===== config.mk =====
export PLATFORM = sky130hd
export DESIGN_NAME = dallanma_cozucu_flat
export DESIGN_NICKNAME = d
export VERILOG_FILES = /design/src/rtl/dallanma_pkg.sv /design/src/rtl/dallanma_cozucu_if.sv /design/src/rtl/dallanma_fifo.sv /design/src/rtl/dallanma_cozucu.sv /design/src/flat_wrapper.sv
export SDC_FILE = /design/constraint.sdc
export NUM_CORES = 1
export LEC_CHECK = 0
export ABC_CLOCK_PERIOD_IN_PS = 8100
export CELL_PAD_IN_SITES_DETAIL_PLACEMENT = 2
export CELL_PAD_IN_SITES_GLOBAL_PLACEMENT = 2
export CORE_ASPECT_RATIO = 0.5
export CORE_UTILIZATION = 40
export DETAILED_ROUTE_END_ITERATION = 7
export PLACE_DENSITY = 0.92
export SLEW_MARGIN = 25
export SYNTH_ARGS = -nofsm -noshare
export SYNTH_HDL_FRONTEND = slang
export SYNTH_SLANG_ARGS = --single-unit

===== constraint.sdc =====
create_clock -name clk_i -period 8.1 [get_ports clk_i]
set_input_delay 1.215 -clock clk_i [delete_from_list [all_inputs] [get_ports clk_i]]
set_output_delay 1.215 -clock clk_i [all_outputs]
set_load 0.02 [all_outputs]

===== src/rtl/dallanma_pkg.sv =====
// Shared types and constants for the branch resolution unit: FSM encoding,
// branch record layout and small helpers for packing and checking records.
package dallanma_pkg;

   typedef enum logic [0:0] {
      NORMAL  = 1'b0,
      TEMIZLE = 1'b1
   } durum_e;

   localparam int ADRES_W     = 32;
   localparam int PS_LSB      = 0;
   localparam int ATLADI_BIT  = 32;
   localparam int HEDEF_LSB   = 33;
   localparam int KAYIT_W     = 65;
   localparam int BUYRUK_BOYU = 4;

   function automatic logic [KAYIT_W-1:0] kayit_paketle(
      input logic [ADRES_W-1:0] ps,
      input logic               atladi,
      input logic [ADRES_W-1:0] hedef
   );
      logic [KAYIT_W-1:0] k;
      k                            = '0;
      k[PS_LSB +: ADRES_W]         = ps;
      k[ATLADI_BIT]                = atladi;
      k[HEDEF_LSB +: ADRES_W]      = hedef;
      return k;
   endfunction

   // A taken/taken pair still mispredicts when the predicted target was wrong.
   function automatic logic yanlis_mi(
      input logic [KAYIT_W-1:0] kayit,
      input logic               atladi,
      input logic [ADRES_W-1:0] hedef
   );
      logic tahmin;
      tahmin = kayit[ATLADI_BIT];
      return (tahmin != atladi) ||
             (tahmin && atladi && (kayit[HEDEF_LSB +: ADRES_W] != hedef));
   endfunction

endpackage


===== src/rtl/dallanma_cozucu_if.sv =====
// Fetch/execute/predictor-update bundle of the branch resolution unit.
// slave is the resolution unit itself, master is whoever drives fetch and execute.
interface dallanma_cozucu_if #(
   parameter int SAYAC_W = 16
);
   logic               kaydet_gecerli_i;
   logic [31:0]        kaydet_ps_i;
   logic               kaydet_atladi_i;
   logic [31:0]        kaydet_hedef_i;
   logic               kaydet_hazir_o;

   logic               cozum_gecerli_i;
   logic [31:0]        cozum_ps_i;
   logic               cozum_atladi_i;
   logic [31:0]        cozum_hedef_i;

   logic               guncelle_gecerli_o;
   logic               guncelle_atladi_o;
   logic [31:0]        guncelle_ps_o;
   logic               yanlis_tahmin_o;
   logic [31:0]        duzelt_ps_o;
   logic               hata_o;
   logic [SAYAC_W-1:0] dogru_sayac_o;
   logic [SAYAC_W-1:0] yanlis_sayac_o;

   modport slave (
      input  kaydet_gecerli_i, kaydet_ps_i, kaydet_atladi_i, kaydet_hedef_i,
      input  cozum_gecerli_i, cozum_ps_i, cozum_atladi_i, cozum_hedef_i,
      output kaydet_hazir_o, guncelle_gecerli_o, guncelle_atladi_o, guncelle_ps_o,
      output yanlis_tahmin_o, duzelt_ps_o, hata_o, dogru_sayac_o, yanlis_sayac_o
   );

   modport master (
      output kaydet_gecerli_i, kaydet_ps_i, kaydet_atladi_i, kaydet_hedef_i,
      output cozum_gecerli_i, cozum_ps_i, cozum_atladi_i, cozum_hedef_i,
      input  kaydet_hazir_o, guncelle_gecerli_o, guncelle_atladi_o, guncelle_ps_o,
      input  yanlis_tahmin_o, duzelt_ps_o, hata_o, dogru_sayac_o, yanlis_sayac_o
   );
endinterface


===== src/rtl/dallanma_fifo.sv =====
// In-order FIFO of in-flight branch records with a one-cycle flush that
// discards every entry, including a push arriving in the same cycle.
module dallanma_fifo #(
   parameter int DERINLIK = 4,
   parameter int KAYIT_W  = 65
) (
   input  logic               clk,
   input  logic               rst_n,
   input  logic               push,
   input  logic               pop,
   input  logic               flush,
   input  logic [KAYIT_W-1:0] push_data,
   output logic               full,
   output logic               empty,
   output logic [KAYIT_W-1:0] head
);
   localparam int PTR_W = $clog2(DERINLIK);
   localparam int CNT_W = PTR_W + 1;

   logic [KAYIT_W-1:0] mem [DERINLIK];
   logic [PTR_W-1:0]   wr_ptr;
   logic [PTR_W-1:0]   rd_ptr;
   logic [CNT_W-1:0]   count;
   logic               do_push;
   logic               do_pop;

   assign full    = (count == CNT_W'(DERINLIK));
   assign empty   = (count == '0);
   assign head    = mem[rd_ptr];
   assign do_push = push && !full && !flush;
   assign do_pop  = pop && !empty && !flush;

   // NOTE: the record storage has no reset; empty gates every use of a stale entry.
   always_ff @(posedge clk) begin
      if (do_push) mem[wr_ptr] <= push_data;
   end

   // NOTE: sequential state uses non-blocking assignments only.
   always_ff @(posedge clk or negedge rst_n) begin
      if (!rst_n) begin
         wr_ptr <= '0;
         rd_ptr <= '0;
         count  <= '0;
      end else if (flush) begin
         wr_ptr <= '0;
         rd_ptr <= '0;
         count  <= '0;
      end else begin
         if (do_push) wr_ptr <= wr_ptr + PTR_W'(1);
         if (do_pop)  rd_ptr <= rd_ptr + PTR_W'(1);
         case ({do_push, do_pop})
            2'b10:   count <= count + CNT_W'(1);
            2'b01:   count <= count - CNT_W'(1);
            default: count <= count;
         endcase
      end
   end

endmodule


===== src/rtl/dallanma_cozucu.sv =====
// Branch resolution unit: checks resolved branches against the oldest predicted
// record, drives the predictor update bus and redirects fetch on a misprediction.
module dallanma_cozucu
   import dallanma_pkg::*;
#(
   parameter int DERINLIK = 4,
   parameter int SAYAC_W  = 16
) (
   input  logic               clk_i,
   input  logic               rst_i,
   dallanma_cozucu_if.slave   bus
);
   durum_e               durum_q;
   durum_e               durum_d;
   logic                 hazir_q;
   logic                 hazir;
   logic                 kabul;
   logic                 itme;
   logic                 cozum_aktif;
   logic                 eslesme;
   logic                 yanlis;
   logic                 dolu;
   logic                 bos;
   logic [KAYIT_W-1:0]   bas_kayit;
   logic [KAYIT_W-1:0]   yeni_kayit;

   logic                 guncelle_gecerli_q;
   logic                 guncelle_atladi_q;
   logic [ADRES_W-1:0]   guncelle_ps_q;
   logic                 yanlis_q;
   logic [ADRES_W-1:0]   duzelt_q;
   logic                 hata_q;
   logic [SAYAC_W-1:0]   dogru_q;
   logic [SAYAC_W-1:0]   yanlis_sayac_q;

   assign yeni_kayit = kayit_paketle(bus.kaydet_ps_i, bus.kaydet_atladi_i, bus.kaydet_hedef_i);
   // A push in the mispredicting cycle is wrong-path and must not enter the FIFO.
   assign itme       = kabul && !yanlis;

   dallanma_fifo #(
      .DERINLIK (DERINLIK),
      .KAYIT_W  (KAYIT_W)
   ) u_fifo (
      .clk       (clk_i),
      .rst_n     (rst_i),
      .push      (itme),
      .pop       (eslesme),
      .flush     (yanlis),
      .push_data (yeni_kayit),
      .full      (dolu),
      .empty     (bos),
      .head      (bas_kayit)
   );

   always_ff @(posedge clk_i or negedge rst_i) begin
      if (!rst_i) durum_q <= NORMAL;
      else        durum_q <= durum_d;
   end

   // NOTE: every combinational output gets a default first so no latch is inferred.
   always_comb begin
      durum_d     = durum_q;
      cozum_aktif = 1'b0;
      eslesme     = 1'b0;
      yanlis      = 1'b0;
      hazir       = hazir_q && (durum_q == NORMAL) && !dolu;
      kabul       = hazir && bus.kaydet_gecerli_i;
      case (durum_q)
         NORMAL: begin
            cozum_aktif = bus.cozum_gecerli_i;
            eslesme     = cozum_aktif && !bos &&
                          (bas_kayit[PS_LSB +: ADRES_W] == bus.cozum_ps_i);
            yanlis      = eslesme &&
                          yanlis_mi(bas_kayit, bus.cozum_atladi_i, bus.cozum_hedef_i);
            if (yanlis) durum_d = TEMIZLE;
         end
         TEMIZLE: durum_d = NORMAL;
         default: durum_d = NORMAL;
      endcase
   end

   // hazir_q keeps kaydet_hazir_o low during reset and raises it on the first clock after.
   always_ff @(posedge clk_i or negedge rst_i) begin
      if (!rst_i) begin
         hazir_q            <= 1'b0;
         guncelle_gecerli_q <= 1'b0;
         guncelle_atladi_q  <= 1'b0;
         guncelle_ps_q      <= '0;
         yanlis_q           <= 1'b0;
         duzelt_q           <= '0;
         hata_q             <= 1'b0;
      end else begin
         hazir_q            <= 1'b1;
         guncelle_gecerli_q <= eslesme;
         guncelle_atladi_q  <= eslesme && bus.cozum_atladi_i;
         guncelle_ps_q      <= eslesme ? bus.cozum_ps_i : '0;
         yanlis_q           <= yanlis;
         if (!yanlis)                 duzelt_q <= '0;
         else if (bus.cozum_atladi_i) duzelt_q <= bus.cozum_hedef_i;
         else                         duzelt_q <= bus.cozum_ps_i + ADRES_W'(BUYRUK_BOYU);
         if (cozum_aktif && !eslesme) hata_q <= 1'b1;
      end
   end

   always_ff @(posedge clk_i or negedge rst_i) begin
      if (!rst_i) begin
         dogru_q        <= '0;
         yanlis_sayac_q <= '0;
      end else if (eslesme) begin
         if (yanlis) begin
            if (yanlis_sayac_q != '1) yanlis_sayac_q <= yanlis_sayac_q + SAYAC_W'(1);
         end else begin
            if (dogru_q != '1) dogru_q <= dogru_q + SAYAC_W'(1);
         end
      end
   end

   assign bus.kaydet_hazir_o     = hazir;
   assign bus.guncelle_gecerli_o = guncelle_gecerli_q;
   assign bus.guncelle_atladi_o  = guncelle_atladi_q;
   assign bus.guncelle_ps_o      = guncelle_ps_q;
   assign bus.yanlis_tahmin_o    = yanlis_q;
   assign bus.duzelt_ps_o        = duzelt_q;
   assign bus.hata_o             = hata_q;
   assign bus.dogru_sayac_o      = dogru_q;
   assign bus.yanlis_sayac_o     = yanlis_sayac_q;

endmodule


===== src/flat_wrapper.sv =====
// flat-port wrapper written by rule: the top's interface ports become plain ports
module dallanma_cozucu_flat import dallanma_pkg::*;
#(
   parameter int DERINLIK = 4,
   parameter int SAYAC_W  = 16
)
  (clk_i, rst_i, bus_kaydet_gecerli_i, bus_kaydet_ps_i, bus_kaydet_atladi_i, bus_kaydet_hedef_i, bus_cozum_gecerli_i, bus_cozum_ps_i, bus_cozum_atladi_i, bus_cozum_hedef_i, bus_kaydet_hazir_o, bus_guncelle_gecerli_o, bus_guncelle_atladi_o, bus_guncelle_ps_o, bus_yanlis_tahmin_o, bus_duzelt_ps_o, bus_hata_o, bus_dogru_sayac_o, bus_yanlis_sayac_o);
  dallanma_cozucu_if #(.SAYAC_W(SAYAC_W)) bus_i ();
  input  logic clk_i;
  input  logic rst_i;
  input wire logic [$bits(bus_i.kaydet_gecerli_i)-1:0] bus_kaydet_gecerli_i;
  input wire logic [$bits(bus_i.kaydet_ps_i)-1:0] bus_kaydet_ps_i;
  input wire logic [$bits(bus_i.kaydet_atladi_i)-1:0] bus_kaydet_atladi_i;
  input wire logic [$bits(bus_i.kaydet_hedef_i)-1:0] bus_kaydet_hedef_i;
  input wire logic [$bits(bus_i.cozum_gecerli_i)-1:0] bus_cozum_gecerli_i;
  input wire logic [$bits(bus_i.cozum_ps_i)-1:0] bus_cozum_ps_i;
  input wire logic [$bits(bus_i.cozum_atladi_i)-1:0] bus_cozum_atladi_i;
  input wire logic [$bits(bus_i.cozum_hedef_i)-1:0] bus_cozum_hedef_i;
  output wire logic [$bits(bus_i.kaydet_hazir_o)-1:0] bus_kaydet_hazir_o;
  output wire logic [$bits(bus_i.guncelle_gecerli_o)-1:0] bus_guncelle_gecerli_o;
  output wire logic [$bits(bus_i.guncelle_atladi_o)-1:0] bus_guncelle_atladi_o;
  output wire logic [$bits(bus_i.guncelle_ps_o)-1:0] bus_guncelle_ps_o;
  output wire logic [$bits(bus_i.yanlis_tahmin_o)-1:0] bus_yanlis_tahmin_o;
  output wire logic [$bits(bus_i.duzelt_ps_o)-1:0] bus_duzelt_ps_o;
  output wire logic [$bits(bus_i.hata_o)-1:0] bus_hata_o;
  output wire logic [$bits(bus_i.dogru_sayac_o)-1:0] bus_dogru_sayac_o;
  output wire logic [$bits(bus_i.yanlis_sayac_o)-1:0] bus_yanlis_sayac_o;
  assign bus_i.kaydet_gecerli_i = bus_kaydet_gecerli_i;
  assign bus_i.kaydet_ps_i = bus_kaydet_ps_i;
  assign bus_i.kaydet_atladi_i = bus_kaydet_atladi_i;
  assign bus_i.kaydet_hedef_i = bus_kaydet_hedef_i;
  assign bus_i.cozum_gecerli_i = bus_cozum_gecerli_i;
  assign bus_i.cozum_ps_i = bus_cozum_ps_i;
  assign bus_i.cozum_atladi_i = bus_cozum_atladi_i;
  assign bus_i.cozum_hedef_i = bus_cozum_hedef_i;
  assign bus_kaydet_hazir_o = bus_i.kaydet_hazir_o;
  assign bus_guncelle_gecerli_o = bus_i.guncelle_gecerli_o;
  assign bus_guncelle_atladi_o = bus_i.guncelle_atladi_o;
  assign bus_guncelle_ps_o = bus_i.guncelle_ps_o;
  assign bus_yanlis_tahmin_o = bus_i.yanlis_tahmin_o;
  assign bus_duzelt_ps_o = bus_i.duzelt_ps_o;
  assign bus_hata_o = bus_i.hata_o;
  assign bus_dogru_sayac_o = bus_i.dogru_sayac_o;
  assign bus_yanlis_sayac_o = bus_i.yanlis_sayac_o;
  dallanma_cozucu #(.DERINLIK(DERINLIK), .SAYAC_W(SAYAC_W)) u_core (.clk_i(clk_i), .rst_i(rst_i), .bus(bus_i));
endmodule

Word level (Yosys, flattened, before mapping)
Memories as Yosys holds them, arrays and structs flattened.
Cells that the tools add are included.
Word-level totals
  memories: 1
  output and inout port bits: 101
  bits in registers: 109
  input port bits: 134
  word-level logic and storage cells: 73
  memory bits (writable): 260
Memories
  u_core.u_fifo.mem: depth 4, width 65, rd ports 1, clocked after Yosys merged registers in 0, wr ports 1, line dallanma_fifo.sv:20  | logic [KAYIT_W-1:0] mem [DERINLIK];
Operators by class
  reduce and logical (&&, ||, !) cells: 26
  mux-type cells: 16
  add/subtract/negate cells: 7
  bitwise operators: 2
  equality and inequality tests: 8
Operators by type and width (count)
  2-to-1 mux 32 bit: 3
  adder 16 x 1 -> 16 bit (second input constant): 2
  adder 32 x 3 -> 32 bit (second input constant): 1
  == test 32 bit: 1
  != test 16 bit (second input constant): 2
  != test 32 bit: 1
  logical AND 1 bit: 15
  2-to-1 mux 2 bit: 4
  2-to-1 mux 1 bit: 6
  case mux 3 bit (2 select lines): 1
  AND reduction 3 bit: 2
  adder 2 x 1 -> 2 bit (second input constant): 2
  zero test 1 bit: 4
  nonzero test 2 bit: 2
  adder 3 x 1 -> 3 bit (second input constant): 1
  == test 3 bit (second input constant): 1
  zero test 3 bit: 1
  2-to-1 mux 3 bit: 1
  nonzero test 3 bit: 1
  subtractor 3 x 1 -> 3 bit (second input constant): 1
  == test 2 x 1 -> 1 bit (second input constant): 1
  == test 2 bit (second input constant): 1
  inverter 1 bit: 2
  case mux 1 bit (2 select lines): 1
  other kinds (2): 2

Depth between registers and ports, before layout
Gate-level depths: netlist (run 1).
  depth in word-level cells: 13
  depth in mapped cells: 14
  depth with buffers taken out: 11

Modules after synthesis
From an unflattened synthesis (run 1), not the netlist that was laid out.
Unflattened totals
  cells, all modules: 939
  area, all modules: 15358.5 um2
Modules (own cells, without submodules)
  dallanma_fifo: times used 1, area each 9964.6 um2, cells each 404, sequential area each 7982.7 um2
  dallanma_cozucu: times used 1, area each 5393.9 um2, cells each 535, sequential area each 2527.4 um2

Worst setup path before layout (run 1)
OpenSTA, ideal clock, no wires.
  path kind: reg2reg
  start point: reg u_core.u_fifo.rd_ptr[0]
  end point: mem u_core.u_fifo.mem[0][0], enable pin
  stages on the path, launching flop included: 12
  arrival: 4.067 ns
  setup time: 0.430 ns
  required time: 7.670 ns
  period minus slack after synthesis: 4.497 ns
  slack: 3.603 ns
  buffers on the path: 4
  path through: dfrtp_1 clkbuf_1 buf_6 buf_2 mux4_2 xnor2_1 nand4_1 nor4_2 a21boi_2 o21ai_2 buf_2 and3_1
On the way
  word-level cells in the longest chain between the ends: 12
  elaborated cells on any way between the ends: 16
  classes of those cells: 3 x eq/ne; 3 x mux; 9 x reduce/logical; 1 x memory
Ends and longest elaborated chain
  start, declared: line dallanma_fifo.sv:22  | logic [PTR_W-1:0] rd_ptr;
  start signal, assigned: line dallanma_fifo.sv:50  | if (do_pop) rd_ptr <= rd_ptr + PTR_W'(1);
  memory (4 x 65 bit) *
  != test 32 bit or logical AND 1 bit (tied branches): line dallanma_pkg.sv:39  | (tahmin && atladi && (kayit[HEDEF_LSB +: ADRES_W] != hedef));
  logical AND 1 bit: line dallanma_pkg.sv:39
  logical OR 1 bit: line dallanma_pkg.sv:38  | return (tahmin != atladi) ||
  logical AND 1 bit *: line dallanma_cozucu.sv:73  | yanlis = eslesme &&
  2-to-1 mux 1 bit *: line dallanma_cozucu.sv:68  | case (durum_q)
  zero test 1 bit *
  logical AND 1 bit: line dallanma_cozucu.sv:38  | assign itme = kabul && !yanlis;
  logical AND 1 bit: line dallanma_fifo.sv:30  | assign do_push = push && !full && !flush;
  logical AND 1 bit *: line dallanma_fifo.sv:30
  2-to-1 mux 1 bit *: line dallanma_fifo.sv:35  | if (do_push) mem[wr_ptr] <= push_data;
  2-to-1 mux 1 bit (not written as such) *: line dallanma_fifo.sv:35
  end, declared: line dallanma_fifo.sv:20
Every way passes the cells marked *; elsewhere a longest branch is shown, timed or not.

Worst setup path in the final report (run 1)
  start point: reg u_core.u_fifo.rd_ptr[0]
  end point: reg u_core.u_fifo.count[2]
On the way
  word-level cells in the longest chain between the ends: 13
  elaborated cells on any way between the ends: 22
  classes of those cells: 5 x eq/ne; 4 x mux; 12 x reduce/logical; 1 x memory
Ends and longest elaborated chain
  memory (4 x 65 bit) *
  != test 32 bit or logical AND 1 bit (tied branches): line dallanma_pkg.sv:39
  logical AND 1 bit: line dallanma_pkg.sv:39
  logical OR 1 bit: line dallanma_pkg.sv:38
  logical AND 1 bit: line dallanma_cozucu.sv:73
  2-to-1 mux 1 bit: line dallanma_cozucu.sv:68
  zero test 1 bit
  logical AND 1 bit: line dallanma_cozucu.sv:38
  logical AND 1 bit (2 in a row): line dallanma_fifo.sv:30
  == test 2 x 1 -> 1 bit or == test 2 bit (tied branches): line dallanma_fifo.sv:51  | case ({do_push, do_pop})
  case mux 3 bit (2 select lines): line dallanma_fifo.sv:51
  2-to-1 mux 3 bit: line dallanma_fifo.sv:44  | end else if (flush) begin
  end signal, assigned: line dallanma_fifo.sv:52  | 2'b10: count <= count + CNT_W'(1);
  end signal, assigned: line dallanma_fifo.sv:53  | 2'b01: count <= count - CNT_W'(1);
  end signal, assigned: line dallanma_fifo.sv:54  | default: count <= count;
  end, declared: line dallanma_fifo.sv:23  | logic [CNT_W-1:0] count;
Marked as above.
A chain may end at the register's enable or synchronous reset.

==> impl_metrics.env, run 1 <==
export IMPL_grt_pass1_vias=11062
export IMPL_ctsHoldBuffers=0
export IMPL_netlist_area_leader_share=0.5176
export IMPL_avgSynthCellArea_sq_um=16.61
export IMPL_synth_flop_cell="edfxtp_1"
export IMPL_sequentialPowerShare=0.491
export IMPL_ant_nets=0
export IMPL_p_sw_frac=0.2292
export IMPL_die_w_microns=276.6
export IMPL_path_cells="buf_4, mux4_2, xnor2_1, nand4_1, nor4_2, nand4b_1, nor2_1, and2_1, fa_1, or4b_2, nand3_1"
export IMPL_r2r_cells=11
export IMPL_critPathMaxFanout=43
export IMPL_powerDensity_mw_per_mm2=213.6
export IMPL_max_cap_violations=0
export IMPL_grt_setup_unrepaired="false"
export IMPL_grt_overflow=0
export IMPL_cp_required_ns=8.58
export IMPL_syn_num_nets=1051
export IMPL_critPathSlowestCell="dfrtp_4"
export IMPL_setup_worst_path_start="u_core.u_fifo.rd_ptr[0]"
export IMPL_dieHeight_microns=139.3
export IMPL_finalClockSkew_ns=0.03210
export IMPL_r2r_end="u_core.u_fifo.count[2]"
export IMPL_synth_seq_cells=368
export IMPL_setup_ws_ns=2.535
export IMPL_status="completed"
export IMPL_clockPowerShare=0.460
export IMPL_cts_sinks=368
export IMPL_start_util=0.4128
export IMPL_setup_viol=0
export IMPL_route_detailed_drc=0
export IMPL_detailed_place_hpwl_mm=37.91
export IMPL_combPwrFrac=0.048
export IMPL_yosys_warnings=0
export IMPL_end_kind="flip-flop"
export IMPL_p_int_w=0.003164
export IMPL_synth_cell_type_count=46
export IMPL_fmax_ghz=0.1797
export IMPL_slew_violations=0
export IMPL_pre_cts_slack_ns=2.763
export IMPL_std_cell_rows=49
export IMPL_drt_vias_per_instance=6.061
export IMPL_antenna_found_initial=3
export IMPL_route_vias_total=10116
export IMPL_rr_startpoint="u_core.u_fifo.rd_ptr[0]"
export IMPL_synth_most_common_cell="edfxtp_1"
export IMPL_critPathLaunchType="flip-flop"
export IMPL_power_switching_w=0.0009409
export IMPL_grt_max_degree=64
export IMPL_port_buffers=234
export IMPL_initialDrtViolationCount=1005
export IMPL_p_leak_nw=6.838
export IMPL_synth_edf_count=260
export IMPL_clk_pin_slew_ns=0.07
export IMPL_synth_common_cells="edfxtp_1, dfrtp_1, xnor2_1, mux4_2, nor2_1"
export IMPL_fillerInstances=3237
export IMPL_worstHoldStart="u_core.bus.yanlis_sayac_o[9]"
export IMPL_nets=1299
export IMPL_tightest_slew_ns=0.9534
export IMPL_synth_area_top_cells="edfxtp_1, dfrtp_1, mux4_2, xnor2_1, xor2_1"
export IMPL_cts_resized=0
export IMPL_num_io_pins=235
export IMPL_cts_setup_buffers=0
export IMPL_yosysSeqAreaShare=0.6968
export IMPL_routedWlPerCell_microns=37.68
export IMPL_async_flop_share=0.2935
export IMPL_place_congestion=0.8417
export IMPL_synth_cells=908
export IMPL_drt_pass1_iterations=5
export IMPL_cts_tree="yes"
export IMPL_cts_root_buf="clkbuf_16"
export IMPL_routed_wl_mm=62.89
export IMPL_path_class="reg2reg"
export IMPL_area_growth_pct=27.44
export IMPL_max_vdd_ir_drop_mv=0.1414
export IMPL_min_period_ns=5.565
export IMPL_critPathCapture="u_core.u_fifo.count[2]"
export IMPL_clk_path_buf_depth=3
export IMPL_final_layout_size_suffix_gt1_frac=0.1362
export IMPL_cp_arrival_ns=6.05
export IMPL_finalPower_w=0.004105
export IMPL_design_core_area_sq_mm=0.03654
export IMPL_htreeDepth=2
export IMPL_worstHoldPathType="reg2reg"
export IMPL_grt_pass1_wl_mm=90.02
export IMPL_die_area_sq_mm=0.03854
export IMPL_fin_setup_tns_ns=0
export IMPL_r2r_setup_slack_ns=2.54
export IMPL_min_period_over_period=0.6870
export IMPL_track_usage=0.3302
export IMPL_clk_latency_ns=0.56
export IMPL_hold_viol=0
export IMPL_cts_buffers=36
export IMPL_syn_area_sq_mm=0.01508
export IMPL_yosys_area_top_type="edfxtp_1"
export IMPL_slew_headroom=0.3596
export IMPL_max_stage_delay_ns=1.03
per-layer routing:
| layer | up-vias | GRT usage | wire [microns] |
|---|---|---|---|
| met5 | - | 0 | 0 |
| met4 | 0 | 0.1357 | 2702 |
| met3 | 166 | 0.06548 | 4164 |
| met2 | 580 | 0.5719 | 31880 |
| met1 | 5464 | 0.4082 | 24150 |
| li1 | 3906 | - | - |
worst max-delay path: cells and delay by family (launching register included):
kind / cells / cell delay (ns)
flops: 1 / 1.03
fa+ha+maj: 1 / 0.28
xor+xnor: 1 / 0.21
buf+inv: 1 / 0.63
mux: 1 / 0.61
simple gates: 7 / 2.70
state kept, by name (all words and copies together) (netlist names), 2 cells and up:
register	flops
u_core.bus.dogru_sayac_o	16
u_core.bus.duzelt_ps_o	32
u_core.bus.guncelle_ps_o	32
u_core.bus.yanlis_sayac_o	16
u_core.u_fifo.count	3
u_core.u_fifo.mem	260
u_core.u_fifo.rd_ptr	2
u_core.u_fifo.wr_ptr	2
worst min path at each step:
stage	to	depth (start not counted)
after floorplan	u_core.u_fifo.wr_ptr[1]	2
after global placement	u_core.bus.hata_o	1
after detailed placement	u_core.bus.hata_o	1
after CTS	u_core.bus.dogru_sayac_o[9]	1
after global routing	u_core.bus.yanlis_sayac_o[9]	1
final	u_core.bus.yanlis_sayac_o[9]	1
power groups by stage:
stage	Sequential, W	Combinational [W]	Clock [W]
2_1_floorplan	0.00206	0.0000407	0
3_3_place_gp	0.00206	0.000169	0
3_5_place_dp	0.00206	0.000183	0
4_1_cts	0.00202	0.000195	0.00190
5_1_grt	0.00202	0.000202	0.00196
6_report	0.00202	0.000198	0.00189
cells in the final DEF, fill, tap and decap left out, types with 5 or more instances in the layout:
cell | synthesis | layout
nor4_2 | 8 | 8
xor2_1 | 28 | 28
buf_4 | 2 | 12
nand2_1 | 34 | 34
nor2_1 | 64 | 64
clkbuf_8 | 0 | 5
dfrtp_1 | 108 | 106
mux2i_1 | 14 | 14
a21oi_1 | 24 | 24
ha_1 | 8 | 8
nor3_1 | 15 | 15
xnor2_1 | 91 | 91
clkinv_2 | 0 | 7
and2_1 | 37 | 37
nand4_1 | 23 | 23
nand3_1 | 28 | 28
and3_1 | 15 | 11
edfxtp_1 | 260 | 260
inv_1 | 12 | 12
clkdlybuf4s50_1 | 0 | 232
o21ai_0 | 6 | 6
mux4_2 | 65 | 65
bufinv_16 | 0 | 5
clkbuf_16 | 0 | 38
area by class of cell:
| class | count | area (sq um) | area share |
|---|---|---|---|
| clock inverters | 19 | 232.7 | 0.01211 |
| well taps | 484 | 605.6 | 0.03150 |
| flip-flops and latches | 368 | 10520 | 0.5472 |
| repair buffers | 245 | 2417 | 0.1258 |
| clock buffers | 45 | 1027 | 0.05344 |
| diodes | 3 | 7.507 | 0.0003905 |
| multi-input cells | 493 | 4369 | 0.2273 |
| inverters | 12 | 45.04 | 0.002343 |
stage by stage:
step | cell area (sq um) | instances | hold slack, ns | util
2_1_floorplan | 15080 | 908 | 0.5402 | -
3_3_place_gp | 17940 | 1602 | 0.4635 | 0.4909
3_5_place_dp | 17950 | 1602 | 0.4784 | 0.4913
4_1_cts | 19210 | 1666 | 0.5271 | 0.5258
5_1_grt | 19220 | 1667 | 0.5434 | 0.5259
6_report | 19220 | 1669 | 0.5147 | 0.5261
cells by family (layout without fill, tap and decap cells):
kind of cell / Yosys count / in the layout / synth area share
other: 1 / 4 / 0.0002486
and+or+nand+nor: 241 / 241 / 0.08577
muxes: 83 / 83 / 0.1093
DFF: 368 / 368 / 0.6968
adders and majority gates: 9 / 9 / 0.007964
buffers and inverters: 47 / 321 / 0.01535
xor gates and xnor gates: 119 / 119 / 0.06910
AOI/OAI and AO/OA: 40 / 40 / 0.01543
No activity file was read; power rests on OpenSTA's default activity.
==> run 2: changes to the inputs <==
ABC_CLOCK_PERIOD_IN_PS = 5580   (was 8100)
CORE_UTILIZATION = 39   (was 40)
PLACE_DENSITY = 0.9   (was 0.92)
clock period = 5.58 ns   (was 8.1 ns; I/O delays follow)
==> impl_metrics.env, run 2 (synthesis results as in run 1) <==
export IMPL_status="completed"
export IMPL_design_core_area_sq_mm=0.03772
export IMPL_finalClockSkew_ns=0.03611
export IMPL_ctsHoldBuffers=0
export IMPL_htreeDepth=2
export IMPL_port_buffers=234
export IMPL_clk_path_buf_depth=3
export IMPL_powerDensity_mw_per_mm2=297.5
export IMPL_fin_setup_tns_ns=0
export IMPL_std_cell_rows=50
export IMPL_path_cells="buf_12, mux4_2, xnor2_1, nand4_1, nor4_2, a21boi_2, o21ai_4, and3_2, buf_12"
export IMPL_route_vias_total=9878
export IMPL_critPathMaxFanout=65
export IMPL_grt_max_degree=66
export IMPL_final_layout_size_suffix_gt1_frac=0.1315
export IMPL_drt_vias_per_instance=5.783
export IMPL_clk_pin_slew_ns=0.07
export IMPL_fin_util=0.5098
export IMPL_cp_required_ns=5.76
export IMPL_route_detailed_drc=0
export IMPL_max_cap_violations=0
export IMPL_die_w_microns=280.1
export IMPL_worstHoldPathType="in2async"
export IMPL_critPathMostFrequentCell="buf_12"
export IMPL_grt_overflow=0
export IMPL_finalPower_w=0.005722
export IMPL_final_common_cell="edfxtp_1"
export IMPL_die_area_sq_mm=0.03951
export IMPL_antenna_found_initial=3
export IMPL_cts_root_buf="clkbuf_16"
export IMPL_whs_ns=0.3559
export IMPL_track_usage=0.3012
export IMPL_initialDrtViolationCount=1014
export IMPL_drt_pass1_iterations=5
export IMPL_cp_arrival_ns=5.05
export IMPL_ant_nets=0
export IMPL_cts_resized=0
export IMPL_end_kind="flip-flop"
export IMPL_num_io_pins=235
export IMPL_dieHeight_microns=141.1
export IMPL_slew_headroom=0.4253
export IMPL_fillerInstances=3389
export IMPL_routed_wl_mm=58.37
export IMPL_min_period_over_period=0.8737
export IMPL_cts_sinks=368
export IMPL_routedWlPerCell_microns=34.17
export IMPL_tightest_slew_ns=0.8556
export IMPL_path_class="reg2reg"
export IMPL_regMostFlops="u_core.u_fifo.mem"
export IMPL_layout_cells_most_common_list="edfxtp_1, clkdlybuf4s50_1, dfrtp_1"
export IMPL_clk_latency_ns=0.56
export IMPL_grt_pass1_wl_mm=84.38
export IMPL_min_period_ns=4.875
export IMPL_detailed_place_hpwl_mm=36.18
export IMPL_slew_violations=0
export IMPL_setup_viol=0
export IMPL_max_vdd_ir_drop_mv=0.2013
export IMPL_area_growth_pct=27.51
export IMPL_cts_buffers=36
export IMPL_max_stage_delay_ns=0.85
export IMPL_hold_viol=0
export IMPL_cts_setup_buffers=0
export IMPL_place_congestion=0.8189
export IMPL_start_util=0.3998
export IMPL_cts_tree="yes"
export IMPL_largest_register_ffs=260
export IMPL_fmax_ghz=0.2051
export IMPL_nets=1301
export IMPL_critPathLaunchType="flip-flop"
export IMPL_p_leak_nw=6.827
export IMPL_grt_pass1_vias=10867
export IMPL_pre_cts_slack_ns=0.9783
export IMPL_critPathSlowestCell="dfrtp_4"
export IMPL_setup_ws_ns=0.7050
export IMPL_grt_setup_unrepaired="false"
[run 2: path summary, 6_finish.rpt]
| check | startpoint | end | slack (ns) | depth (start not counted) |
|---|---|---|---|---|
| max | u_core.u_fifo.rd_ptr[0] | u_core.u_fifo.mem[3][63] | 0.70 | 9 |
| min | rst_i | u_core.bus.yanlis_sayac_o[10] | 0.36 | 1 |
| max reg2reg | u_core.u_fifo.rd_ptr[0] | u_core.u_fifo.mem[3][63] | 0.70 | 9 |
| min reg2reg | u_core.bus.yanlis_sayac_o[15] | u_core.bus.yanlis_sayac_o[15] | 0.50 | 1 |
| max in group asynchronous | rst_i | u_core.u_fifo.rd_ptr[0] | 3.89 | 2 |
| min in group clk_i | u_core.bus.yanlis_sayac_o[15] | u_core.bus.yanlis_sayac_o[15] | 0.50 | 1 |
[run 2: metal layers]
metal | GRT usage | vias to the layer above | part of all wire
li1 | - | 3909 | -
met1 | 0.3725 | 5264 | 0.38
met3 | 0.05353 | 170 | 0.064
met5 | 0 | - | 0.00022
met4 | 0.1516 | 2 | 0.055
met2 | 0.5122 | 533 | 0.50
[run 2: report_power, final]
group / leakage (nW) / internal (W) / switching [W]
combinational: 2.44 / 0.000117 / 0.000165
clock: 0.571 / 0.00138 / 0.00114
sequential: 3.82 / 0.00293 / 0.000000177
[run 2: through the flow]
stage          std cells  area [sq um]
6_report            1708         19230
5_1_grt             1708         19230
4_1_cts             1706         19230
3_5_place_dp        1640         18070
3_3_place_gp        1640         18070
2_1_floorplan        908         15080
[run 2: final cells by class]
type                    count  area [sq um]  area share
diodes                      2         5.005   0.0002602
clock buffers              49          1011     0.05257
clock inverters            17         143.9    0.007482
inverters                  12         45.04    0.002342
multi-input cells         493          4354      0.2264
flip-flops and latches    368         10520      0.5467
well taps                 520         650.6     0.03383
repair buffers            247          2507      0.1304
[run 2: critical path: cells and delay by family (launching register included)]
family,cells,cell delay [ns]
multiplexers,1,0.58
AND/OR/NAND/NOR,3,1.05
AO/OA/AOI/OAI,2,0.81
XOR/XNOR,1,0.32
flip-flops,1,0.85
buffers and inverters,2,0.74
